`config.mk`:
```
export PLATFORM = sky130hd
export DESIGN_NAME = bp_zynq_cfg_sequencer
export DESIGN_NICKNAME = d
export VERILOG_FILES = /design/src/rtl/bp_zynq_cfg_sequencer.sv
export SDC_FILE = /design/constraint.sdc
export NUM_CORES = 1
export LEC_CHECK = 0
export CORE_MARGIN = 2
export CORE_UTILIZATION = 46
export DETAILED_ROUTE_END_ITERATION = 16
export PLACE_DENSITY = 0.87
export REMOVE_ABC_BUFFERS = 1
export SYNTH_ARGS = -nofsm -noshare
export SYNTH_HDL_FRONTEND = slang
export SYNTH_SLANG_ARGS = --single-unit
```
`constraint.sdc`:
```
create_clock -name clk_i -period 3.1 [get_ports clk_i]
set_input_delay 0.93 -clock clk_i [delete_from_list [all_inputs] [get_ports clk_i]]
set_output_delay 0.93 -clock clk_i [all_outputs]
set_load 0.01 [all_outputs]
```
`src/rtl/bp_zynq_cfg_sequencer.sv`:
```
// Runtime cfg-bus sequencer: configures every enabled core while frozen,
// then unfreezes them all, over a one-outstanding write req/resp channel.
module bp_zynq_cfg_sequencer #(
    parameter int                       num_core_p       = 2,
    parameter int                       paddr_width_p    = 34,
    parameter int                       data_width_p     = 64,
    parameter logic [paddr_width_p-1:0] cfg_base_p       = 34'h0020_0000,
    parameter int                       core_stride_lg_p = 24,
    parameter int                       timeout_p        = 1024
) (
    input  logic                     clk_i,
    input  logic                     reset_i,
    input  logic                     start_i,
    input  logic [num_core_p-1:0]    core_mask_i,
    input  logic [paddr_width_p-1:0] npc_i,
    input  logic [1:0]               icache_mode_i,
    input  logic [1:0]               dcache_mode_i,
    output logic                     req_v_o,
    input  logic                     req_ready_and_i,
    output logic [paddr_width_p-1:0] req_addr_o,
    output logic [data_width_p-1:0]  req_data_o,
    input  logic                     resp_v_i,
    output logic                     resp_yumi_o,
    output logic                     busy_o,
    output logic                     done_o,
    output logic                     error_o
);

    localparam int CW = (num_core_p > 1) ? $clog2(num_core_p) : 1;
    localparam int TW = $clog2(timeout_p + 1);

    typedef enum logic [1:0] {
        S_IDLE,
        S_SEND,
        S_WAIT,
        S_DONE
    } state_e;

    // Lowest set mask bit at or above 'from'; MSB of the result flags a hit.
    function automatic logic [CW:0] f_find(
        input logic [num_core_p-1:0] mask,
        input int                    from
    );
        logic [CW:0] res;
        res = '0;
        for (int i = num_core_p - 1; i >= 0; i--) begin
            if (mask[i] && (i >= from)) res = {1'b1, CW'(i)};
        end
        return res;
    endfunction

    state_e                   r_state;
    logic [num_core_p-1:0]    r_mask;
    logic [paddr_width_p-1:0] r_npc;
    logic [1:0]               r_imode;
    logic [1:0]               r_dmode;
    logic [CW-1:0]            r_core;
    logic                     r_phase;
    logic [1:0]               r_step;
    logic [TW-1:0]            r_tmo;
    logic                     r_err;

    state_e                   w_state_nxt;
    logic [CW-1:0]            w_core_nxt;
    logic                     w_phase_nxt;
    logic [1:0]               w_step_nxt;
    logic [TW-1:0]            w_tmo_nxt;
    logic                     w_err_nxt;
    logic                     w_latch;
    logic [CW:0]              w_first;
    logic [CW:0]              w_next;
    logic [CW:0]              w_bfirst;
    logic [TW-1:0]            w_tmo_inc;
    logic                     w_send;
    logic [paddr_width_p-1:0] w_off;
    logic [paddr_width_p-1:0] w_core_base;
    logic [data_width_p-1:0]  w_data;

    assign w_first   = f_find(core_mask_i, 0);
    assign w_next    = f_find(r_mask, int'(r_core) + 1);
    assign w_bfirst  = f_find(r_mask, 0);
    assign w_tmo_inc = r_tmo + TW'(1);

    always_comb begin
        w_state_nxt = r_state;
        w_core_nxt  = r_core;
        w_phase_nxt = r_phase;
        w_step_nxt  = r_step;
        w_tmo_nxt   = r_tmo;
        w_err_nxt   = r_err;
        w_latch     = 1'b0;
        unique case (r_state)
            S_IDLE, S_DONE: begin
                if (start_i) begin
                    w_latch     = 1'b1;
                    w_err_nxt   = 1'b0;
                    w_core_nxt  = w_first[CW-1:0];
                    w_phase_nxt = 1'b0;
                    w_step_nxt  = 2'd0;
                    w_state_nxt = w_first[CW] ? S_SEND : S_DONE;
                end
            end
            S_SEND: begin
                if (req_ready_and_i) begin
                    w_state_nxt = S_WAIT;
                    w_tmo_nxt   = '0;
                end
            end
            S_WAIT: begin
                if (resp_v_i) begin
                    w_state_nxt = S_SEND;
                    if (!r_phase) begin
                        if (r_step != 2'd3) begin
                            w_step_nxt = r_step + 2'd1;
                        end else if (w_next[CW]) begin
                            w_core_nxt = w_next[CW-1:0];
                            w_step_nxt = 2'd0;
                        end else begin
                            w_phase_nxt = 1'b1;
                            w_core_nxt  = w_bfirst[CW-1:0];
                        end
                    end else if (w_next[CW]) begin
                        w_core_nxt = w_next[CW-1:0];
                    end else begin
                        w_state_nxt = S_DONE;
                    end
                end else if (w_tmo_inc == TW'(timeout_p)) begin
                    w_err_nxt   = 1'b1;
                    w_state_nxt = S_DONE;
                end else begin
                    w_tmo_nxt = w_tmo_inc;
                end
            end
            default: ;
        endcase
        // A stray response is always flagged, even over a restart's clear.
        if (resp_v_i && (r_state != S_WAIT)) w_err_nxt = 1'b1;
    end

    always_ff @(posedge clk_i) begin
        if (reset_i) begin
            r_state <= S_IDLE;
            r_mask  <= '0;
            r_npc   <= '0;
            r_imode <= '0;
            r_dmode <= '0;
            r_core  <= '0;
            r_phase <= 1'b0;
            r_step  <= '0;
            r_tmo   <= '0;
            r_err   <= 1'b0;
        end else begin
            r_state <= w_state_nxt;
            r_core  <= w_core_nxt;
            r_phase <= w_phase_nxt;
            r_step  <= w_step_nxt;
            r_tmo   <= w_tmo_nxt;
            r_err   <= w_err_nxt;
            if (w_latch) begin
                r_mask  <= core_mask_i;
                r_npc   <= npc_i;
                r_imode <= icache_mode_i;
                r_dmode <= dcache_mode_i;
            end
        end
    end

    always_comb begin
        w_off  = '0;
        w_data = '0;
        if (!r_phase) begin
            unique case (r_step)
                2'd0: begin
                    w_off  = paddr_width_p'(12'h000);
                    w_data = data_width_p'(1);
                end
                2'd1: begin
                    w_off  = paddr_width_p'(12'h010);
                    w_data = data_width_p'(r_imode);
                end
                2'd2: begin
                    w_off  = paddr_width_p'(12'h018);
                    w_data = data_width_p'(r_dmode);
                end
                2'd3: begin
                    w_off  = paddr_width_p'(12'h020);
                    w_data = data_width_p'(r_npc);
                end
                default: ;
            endcase
        end
    end

    assign w_send      = (r_state == S_SEND);
    assign w_core_base = paddr_width_p'(r_core) << core_stride_lg_p;

    assign req_v_o     = w_send;
    assign req_addr_o  = w_send ? (cfg_base_p + w_core_base + w_off) : '0;
    assign req_data_o  = w_send ? w_data : '0;
    assign resp_yumi_o = resp_v_i & ~reset_i;
    assign busy_o      = w_send | (r_state == S_WAIT);
    assign done_o      = (r_state == S_DONE);
    assign error_o     = r_err;

endmodule

```
After elaboration in Yosys (flattened, before gate mapping). Cells that the tools add are included.

Logic and storage cells: 106. Output and inout port bits: 103. Flip-flop bits (word level): 58. Bits of input ports: 45.

Reductions and logical operators: 15. Add/subtract/negate cells: 5. Bitwise gates (word level): 3. Eq/ne operators: 22. $lt $le $gt $ge: 2. Multiplexer cells: 49.

Operators with widths (count): one-hot mux 64 bit (4 select lines) (1); one-hot mux 34 bit (4 select lines) (1); two-way mux 64 bit (2); two-way mux 34 bit (2); adder 26 x 34 -> 34 bit (1); two-way mux 11 bit (3); two-way mux 2 bit (16); adder 22 x 25 -> 26 bit, first input constant (1); one-hot mux 11 bit (2 select lines) (1); != test 3 bit, second input constant (7); two-way mux 1 bit (18); != test 2 bit, second input constant (8); adder 11 x 1 -> 11 bit, second input constant (1); equality test 11 bit, second input constant (1); AND reduction 5 bit (2); equality test 2 bit, second input constant (4); AND reduction 4 bit (2); one-hot mux 1 bit (2 select lines) (3); one-hot mux 2 bit (3 select lines) (1); AND reduction 3 bit (2); equality test 2 x 1 -> 1 bit, second input constant (2); greater-or-equal comparator 1 x 2 -> 1 bit, first input constant (2); logical NOT 2 bit (2); one-hot mux 2 bit (2 select lines) (1); 9 further kinds (12).

Logic depth before layout (Yosys ltp). Gate-level depths: netlist of run 1.

Depth after elaboration: 10. Gate-level depth with buffers: 9. Mapped depth without buffers: 8.

Worst setup path before layout of run 1. OpenSTA, ideal clock, no wires.

Path kind: input to output. Start: input port reset_i. End: output port resp_yumi_o. Stages on the path: 3. Buffers on the path: 2. Arrival: 1647 ps. Path slack: 523 ps. Path through: clkbuf_1 > buf_1 > nor2b_1.

Longest elaborated chain between the ends: 2.

RTL lines: start: declaration (RTL line 12) `input logic reset_i,`; NOT 1 bit (RTL line 200) `assign resp_yumi_o = resp_v_i & ~reset_i;`; AND 1 bit (RTL line 200); end: declaration (RTL line 23) `output logic resp_yumi_o,`.

No other way between the ends.

Final worst setup path of run 1.
Start: input port resp_v_i. End: output port resp_yumi_o.

Longest elaborated chain between the ends: 1.

RTL lines: start: declaration (RTL line 22) `input logic resp_v_i,`; AND 1 bit (RTL line 200).

No other way between the ends.

==> flow_summary.yaml, run 1 <==
power:
  leakagePower_nw: 1.85
  peakVddDrop_mv: 0.279
  fin_total_pwr_w: 0.00252
  p_per_area_mw_per_mm2: 585
clock_network:
  cts.sinks: 58
  clockBufferDepth: 2
  cts_tree: "built"
  hold_buffers: 0
  cts-root-buf: "clkbuf_8"
  numCtsBuffers: 9
  cts_setup_buffers: 0
  clk_latency_ns: 0.33
  cts_resized: 0
  cts.clk_slew.worst_paths_ns: 0.07
  htree_levels: 3
detailed_routing:
  dr.pass1.iters: 5
  viasPerCell: 5.01
  drt-total-wl_um: 7930
  via_count: 3124
  drtIter0Drc: 185
  drc: 0
  final_antenna_net_count: 0
  wl_per_cell_um: 12.7
placement:
  post-dp-hpwl_um: 5630
  preCtsSetupSlack_ns: 0.115
  portBuffers: 88
  globalplace.congestion: 0.783
  dp.cells: 608
yosys:
  synth_cell_types: 49
  syn_avg_cell_area_um2: 7.69
  ys_async_sr_fraction_pct: 0
  synth_cells: 439
  yosysSeqAreaShare_pct: 34.4
  synth_warnings: 0
  ys_ff_latch: 58
  synth_top_flop_cell: "dfxtp_1"
  mappedNetlistArea_mm2: 0.00338
  synth_edf_count: 0
global_routing:
  busiest_layer: "met2"
  grt_overflow: 0
  use_met3_pct: 2.93
  antenna_found_initial: 0
  grtUsageMet1_pct: 24.1
  grt_usage_pct: 19.6
  grt_max_degree: 65
  use_met2_pct: 34.8
  grt_pass1_wl_um: 12400
  grt_pass1_vias: 2772
cells_and_area:
  antenna_cells: 0
  drive_gt1_share_pct: 7.05
  finalNonFillerCells: 624
  fin_nets: 575
  syn2layout_area_growth_pct: 27.5
sta:
  fmax_mhz: 334
  setup_viol: 0
  rsz0062_at_grt: "no"
  clock-skew-final_ns: 0.00576
  min_period_ns: 2.99
  final.setup.tns_ns: 0
  layout_worst_path_cycle_share_pct: 96.5
  worst_pin_slew_ns: 0.677
  slew_headroom_pct: 54.9
  maxSlewViolCount: 0
  layout_setup_ws_ns: 0.108
  hold_viol: 0
worst_setup_path:
  path_max_fanout: 2
  start_kind: "input port"
  cp-end-kind: "primary output"
  rr_endpoint: "r_state[1]"
  required_ns: 2.17
  rr_worst_depth: 7
  rrSetupSlack_ns: 0.78
  crit_type: "input port to primary output"
  crit_arrival_ns: 2.06
  r2r-start: "r_tmo[1]"
outcome:
  outcome: "completed"
min_path:
  min_from: "r_npc[22]"
  whs_endpoint: "r_npc[22]"
  hold_path_depth: 2
  hold_path_class: "register to register"
die:
  ioPinCount: 148
  num_rows: 31
  die_x_um: 89.7
  die_area_mm2: 0.00804
  core_area_mm2: 0.00718
  initial_core_util_pct: 47.1
  dieHeight_um: 89.7
run:
  drv_cap: 0
[critical path: stages]
cell,delay [ns]
clkdlybuf4s50_1,0.47
nor2b_1,0.13
clkdlybuf4s50_1,0.54
[how the worst max path moves through the flow]
stage                    start              to  slack, ns  cells past startpoint
floorplan           r_state[0]  req_data_o[10]       0.31                      3
global placement      resp_v_i     resp_yumi_o        0.1                      3
detailed placement    resp_v_i     resp_yumi_o       0.11                      3
CTS                  r_step[1]   req_data_o[6]       0.01                      4
global route         r_step[1]  req_data_o[26]       0.01                      4
finish                resp_v_i     resp_yumi_o       0.11                      3
[routing by layer]
layer	part of all wire, %	wire length [um]
met1	43	3440
met2	48	3820
met3	7.1	564
met4	1.3	107
met5	0	0
[power breakdown]
group	internal [W]	switching, W
Clock	0.000307	0.000303
Combinational	0.000367	0.000596
Sequential	0.000871	0.0000725
Total	0.00155	0.000972
[per-stage QoR]
stage               instance area (um2)  utilization (%)  hold slack [ns]
floorplan                          3040                -            0.426
global placement                   4130             57.5            0.437
detailed placement                 4130             57.5            0.443
CTS                                4300             59.9            0.452
global route                       4310             60.0            0.474
finish                             4310             60.0            0.452
[registers in the layout (all words and copies together), names as in the netlist]
signal and count:
r_phase 1, r_mask 2, r_core 1, r_step 2, r_tmo 11, error_o 1, r_state 2, r_imode 2
r_dmode 2, r_npc 34
[logic make-up (layout without fill, tap and decap cells)]
group	count (synthesis)	after routing	share of synthesized area, %
and+or+nand+nor	186	186	27.8
buffers and inverters	96	124	17.3
AOI/OAI and AO/OA	85	85	15.8
DFF	58	58	34.4
adders and majority gates	10	10	3.71
xor gates and xnor gates	2	2	0.519
other	1	59	0.111
muxes	1	1	0.333
[cell usage in the layout (no fill, tap or decap), types with 3 or more instances in the layout]
cell type        count
conb_1              59
inv_1                9
nor4b_1              6
a21oi_1             49
nor2_1              11
ha_1                 9
and3_1              32
nand3_1              3
nor4_1               6
clkinv_2             3
and2_1               6
nand2_1             92
a211o_1              5
buf_4               10
o21ai_0              8
nor2b_1              4
nor3_1               7
clkdlybuf4s50_1     87
dfxtp_1             58
or3_1                3
nand2b_1             3
clkbuf_8            10
nand4_1              4
[synth_stat cells (3+ instances only)]
master	number	area, um2
nor2_1	11	41.3
inv_1	9	33.8
dfxtp_1	58	1160
ha_1	10	125
clkbuf_1	26	97.6
and3_1	32	200
o21ai_0	8	40.0
nand2_1	92	345
a21oi_1	49	245
nor3_1	7	35.0
nand3_1	3	15.0
a211o_1	5	43.8
buf_4	60	450
nor2b_1	5	31.3
or3_1	3	18.8
nor4_1	6	37.5
nor4b_1	6	52.6
nand4_1	4	25.0
and2_1	6	37.5
nand2b_1	3	18.8
[final cells by class]
class	instances	area [um2]
flip-flops and latches	58	1160
clock inverters	5	30.0
repair buffers	99	962
clock buffers	11	141
well taps	99	124
fillers	618	2870
multi-input cells	343	1850
inverters	9	33.8
(Power assumes the default switching activity.)
==> run 2: changes to the inputs <==
--- a/config.mk
+++ b/config.mk
@@ -9,6 +9,7 @@
 export CORE_UTILIZATION = 46
 export DETAILED_ROUTE_END_ITERATION = 16
 export PLACE_DENSITY = 0.87
+export RECOVER_POWER = 25
 export REMOVE_ABC_BUFFERS = 1
 export SYNTH_ARGS = -nofsm -noshare
 export SYNTH_HDL_FRONTEND = slang
==> constraint.sdc (replaced) <==
create_clock -name clk_i -period 3.8 [get_ports clk_i]
set_input_delay 1.14 -clock clk_i [delete_from_list [all_inputs] [get_ports clk_i]]
set_output_delay 1.14 -clock clk_i [all_outputs]
set_load 0.01 [all_outputs]
==> run 2 against run 1 <==
Cell area is 0.73% higher. Total power is 9.1% lower. Largest power group is now registers. Global-route usage is 0.78 points lower. Setup slack better by 0.28 ns. Critical path type unchanged. Worst hold slack better by 0.0018 ns. Die area stayed put. Via count is 2.0% lower. Final cell count is 0.64% lower. Clock skew is 0.0031 ns higher. Count of clock-buffer cells in the layout stayed put. Wire length is 1.1% lower. Combinational power is 22% lower.
==> flow_summary.yaml, run 2 (synthesized netlist as in run 1, its figures left out) <==
die:
  dieHeight_um: 89.7
  ioPinCount: 148
  initial_core_util_pct: 47.1
  die_area_mm2: 0.00804
  die_x_um: 89.7
  core_area_mm2: 0.00718
  num_rows: 31
worst_setup_path:
  path_max_fanout: 2
  cp_common_cell: "clkdlybuf4s50_1"
  cp-end-kind: "primary output"
  path_cells: "clkdlybuf4s50_1, nor2b_1, clkdlybuf4s50_1"
  critPathCapture: "resp_yumi_o"
  r2r-start: "r_tmo[0]"
  required_ns: 2.66
  critPathTopFamily: "buffers and inverters"
  start_kind: "input port"
  startpoint: "resp_v_i"
  slowest_delay_ns: 0.54
  rr_worst_depth: 7
  rrSetupSlack_ns: 1.20
  cp_slowest_cell: "clkdlybuf4s50_1"
  rr_endpoint: "r_tmo[0]"
  path_depth: 3
  crit_arrival_ns: 2.27
  crit_type: "input port to primary output"
  path_buf_inv: 2
cells_and_area:
  largest_register_ffs: 34
  utilization_pct: 60.4
  drive_gt1_share_pct: 5.37
  final_cell_mix: "nand2_1 (92), clkdlybuf4s50_1 (85), conb_1 (59)"
  top_regs: "r_npc: 34 flops, r_tmo: 11 flops"
  final_common_cell: "nand2_1"
  regMostFlops: "r_npc"
  syn2layout_area_growth_pct: 28.4
  fin_nets: 571
  antenna_cells: 0
detailed_routing:
  dr.pass1.iters: 4
  drtIter0Drc: 158
  final_antenna_net_count: 0
  wl_per_cell_um: 12.7
  viasPerCell: 4.94
  drt-total-wl_um: 7850
  via_count: 3063
  drc: 0
global_routing:
  grt_max_degree: 65
  grt_pass1_wl_um: 12000
  grt_overflow: 0
  grt_usage_pct: 18.8
  grt_pass1_vias: 2786
  antenna_found_initial: 0
power:
  p_sw_share_pct: 34.0
  p_per_area_mw_per_mm2: 527
  fin_total_pwr_w: 0.00229
  pwr-share-seq_pct: 33.7
  leakagePower_nw: 1.84
  peakVddDrop_mv: 0.239
  p_switching_w: 0.000777
  comb_power_share_pct: 33.0
  p_clk_share_pct: 33.3
  internal-power_w: 0.00151
sta:
  rsz0062_at_grt: "no"
  min_period_ns: 3.41
  final.setup.tns_ns: 0
  slew_headroom_pct: 55.3
  clock-skew-final_ns: 0.00883
  worst_pin_slew_ns: 0.670
  maxSlewViolCount: 0
  setup_viol: 0
  whs_ns: 0.454
  hold_viol: 0
  fmax_mhz: 293
  layout_worst_path_cycle_share_pct: 89.7
placement:
  post-dp-hpwl_um: 5570
  globalplace.congestion: 0.797
  portBuffers: 88
clock_network:
  htree_levels: 3
  numCtsBuffers: 9
  clockBufferDepth: 2
  cts_resized: 0
  clk_latency_ns: 0.33
  cts_setup_buffers: 0
  hold_buffers: 0
  cts-root-buf: "clkbuf_8"
  cts_tree: "built"
  cts.clk_slew.worst_paths_ns: 0.07
  cts.sinks: 58
min_path:
  min_from: "r_npc[5]"
  hold_path_class: "register to register"
outcome:
  outcome: "completed"
run:
  drv_cap: 0
[run 2: per-layer routing]
layer | GRT usage, % | vias to the layer above | routed length (um)
met3 | 3.75 | 12 | 584
met1 | 22.1 | 1395 | 3400
met2 | 33.2 | 127 | 3740
met5 | 0 | - | 0
li1 | - | 1529 | -
met4 | 8.01 | 0 | 123
[run 2: worst min path at each step]
| stage | cells after the start | endpoint |
|---|---|---|
| 4_1_cts | 2 | r_npc[32] |
| 2_1_floorplan | 2 | r_npc[10] |
| 3_3_place_gp | 2 | r_npc[31] |
| 6_report | 2 | r_npc[5] |
| 3_5_place_dp | 2 | r_npc[32] |
| 5_1_grt | 2 | r_npc[29] |
[run 2: power by group through the flow]
stage                     logic, W  clock network [W]  registers, W
after floorplan           0.000481                  0      0.000766
final                     0.000755           0.000761      0.000771
after global placement    0.000737                  0      0.000777
after detailed placement  0.000759                  0      0.000784
after global routing      0.000850           0.000794      0.000786
after CTS                 0.000766           0.000773      0.000771
[run 2: worst reg2reg max path, delay by kind of cell (launching register included)]
| family | cells | cell delay (ns) |
|---|---|---|
| mux | 1 | 0.25 |
| compound gates | 1 | 0.35 |
| fa+ha+maj | 1 | 0.24 |
| flops | 1 | 0.38 |
| simple gates | 4 | 1.27 |
[run 2: through the flow]
step	setup WS, ns	area [um2]	instances
3_3_place_gp	0.374	4100	604
5_1_grt	0.209	4340	620
2_1_floorplan	0.800	3040	410
6_report	0.390	4340	620
3_5_place_dp	0.392	4100	604
4_1_cts	0.365	4360	620
[run 2: area by class of cell]
| class | instances | area [um2] |
|---|---|---|
| multi-input combinational | 343 | 1820 |
| timing repair buffer | 95 | 928 |
| inverter | 9 | 33.8 |
| sequential | 58 | 1160 |
| tap | 99 | 124 |
| fill | 630 | 2840 |
| clock buffer | 11 | 141 |
| clock inverter | 5 | 125 |
==> run 3: changes to the inputs <==
--- a/config.mk
+++ b/config.mk
@@ -8,6 +8,7 @@
 export CORE_MARGIN = 2
 export CORE_UTILIZATION = 46
 export DETAILED_ROUTE_END_ITERATION = 16
+export GPL_TIMING_DRIVEN = 0
 export PLACE_DENSITY = 0.87
 export RECOVER_POWER = 25
 export REMOVE_ABC_BUFFERS = 1
==> run 3 against run 2 <==
Register-to-register slack worse by 0.02 ns. First-iteration DRC count down 13%. Highest routed layer unchanged. Largest cell class unchanged. Via count up 1.6%. Critical endpoint unchanged. Die area unchanged.
==> flow_summary.yaml, run 3 (synthesized netlist as in run 1, its figures left out) <==
die:
  core_area_mm2: 0.00718
  dieHeight_um: 89.7
  num_rows: 31
  die_area_mm2: 0.00804
  ioPinCount: 148
  die_x_um: 89.7
  initial_core_util_pct: 47.1
sta:
  worst_pin_slew_ns: 0.770
  fmax_mhz: 273
  layout_worst_path_cycle_share_pct: 96.3
  rsz0062_at_grt: "no"
  min_period_ns: 3.66
  slew_headroom_pct: 48.7
  clock-skew-final_ns: 0.00402
  setup_viol: 0
  whs_ns: 0.451
  final.setup.tns_ns: 0
  hold_viol: 0
  maxSlewViolCount: 0
power:
  p_clk_share_pct: 29.0
  p_per_area_mw_per_mm2: 501
  p_sw_share_pct: 36.3
  comb_power_share_pct: 35.2
  peakVddDrop_mv: 0.257
  internal-power_w: 0.00137
  p_switching_w: 0.000783
  leakagePower_nw: 1.83
  pwr-share-seq_pct: 35.8
detailed_routing:
  drtIter0Drc: 137
  drc: 0
  dr.pass1.iters: 4
  route.met3.wl_um: 699
  via_count: 3113
  m1WireLength_um: 3330
  drt-total-wl_um: 7990
  wl_per_cell_um: 13.0
  met2_length_um: 3930
  top_layer: "met4"
  final_antenna_net_count: 0
  viasPerCell: 5.06
global_routing:
  grt_usage_pct: 19.0
  grt_pass1_vias: 2634
  grt_max_degree: 54
  grt_overflow: 0
  grt_pass1_wl_um: 12000
  antenna_found_initial: 0
worst_setup_path:
  r2r-start: "r_state[0]"
  path_buf_inv: 2
  path_max_fanout: 10
  cp_common_cell: "clkdlybuf4s50_1"
  critPathTopFamily: "buffers and inverters"
  cp_slowest_cell: "clkdlybuf4s50_1"
  crit_type: "input port to primary output"
  slowest_delay_ns: 0.66
  startpoint: "resp_v_i"
  required_ns: 2.66
  crit_arrival_ns: 2.52
  start_kind: "input port"
  path_cells: "clkdlybuf4s50_1, nor2b_1, clkdlybuf4s50_1"
  cp-end-kind: "primary output"
cells_and_area:
  regMostFlops: "r_npc"
  syn2layout_area_growth_pct: 27.5
  fin_nets: 566
  largest_register_ffs: 34
  drive_gt1_share_pct: 5.81
  final_cell_mix: "nand2_1 (91), clkdlybuf4s50_1 (85), conb_1 (59)"
  final_common_cell: "nand2_1"
  antenna_cells: 0
  top_regs: "r_npc: 34 flops, r_tmo: 11 flops"
  utilization_pct: 60.0
clock_network:
  htree_levels: 3
  cts.sinks: 58
  hold_buffers: 0
  cts-root-buf: "clkbuf_8"
  numCtsBuffers: 9
  clockBufferDepth: 2
  cts_tree: "built"
  clk_latency_ns: 0.33
  cts.clk_slew.worst_paths_ns: 0.07
placement:
  portBuffers: 88
  globalplace.congestion: 0.803
  post-dp-hpwl_um: 5620
outcome:
  outcome: "completed"
min_path:
  hold_path_class: "register to register"
  min_from: "r_npc[19]"
run:
  drv_cap: 0
[run 3: changes by cell type in the layout (fill, tap and decap cells not counted), sizes merged]
| cell | change |
|---|---|
| buf | -5 |
| clkinv | +1 |
| bufinv | -2 |
| clkinvlp | +1 |
[run 3: path summary, 6_finish.rpt]
check	endpoint	slack (ns)	cells past startpoint
max	resp_yumi_o	0.14	3
min	r_npc[19]	0.45	2
max reg2reg	r_tmo[5]	1.18	7
min reg2reg	r_npc[19]	0.45	2
[run 3: final cells by class]
type / count / area (um2)
Tap cell: 99 / 124
Inverter: 9 / 33.8
Multi-Input combinational cell: 343 / 1860
Timing Repair Buffer: 90 / 911
Fill cell: 638 / 2870
Sequential cell: 58 / 1160
Clock inverter: 5 / 77.6
Clock buffer: 11 / 141
[run 3: worst min-delay path, stage by stage (launching register included)]
cell and delay, ns:
dfxtp_1 0.31, nand2_1 0.05, a21oi_1 0.05
[run 3: repair_timing]
item | in CTS | in global routing
buffers inserted | 0 | 0
setup endpoints to repair | 1 | 0
hold endpoints to repair | 0 | 0
resized for setup | 1 | 0
[run 3: power by group through the flow]
| stage | Clock [W] | Sequential (W) | Combinational (W) |
|---|---|---|---|
| 6_report | 0.000626 | 0.000772 | 0.000759 |
| 5_1_grt | 0.000671 | 0.000784 | 0.000849 |
| 4_1_cts | 0.000640 | 0.000771 | 0.000763 |
| 3_5_place_dp | 0 | 0.000784 | 0.000756 |
| 3_3_place_gp | 0 | 0.000777 | 0.000718 |
| 2_1_floorplan | 0 | 0.000766 | 0.000481 |
[run 3: metrics by stage]
step,power (W),instance area [um2],setup slack [ns],instances
after floorplan,0.00125,3040,0.800,410
after global placement,0.00149,4050,-1.24,597
after detailed placement,0.00154,4080,-0.0750,599
after CTS,0.00217,4300,0.133,615
after global routing,0.00230,4310,0.0331,615
final,0.00216,4310,0.140,615
[run 3: metal layers]
layer  up-vias  global-route usage, %
met4         0                   6.11
met2       126                   33.7
li1       1525                      -
met3         4                   4.48
met1      1458                   22.6
met5         -                      0
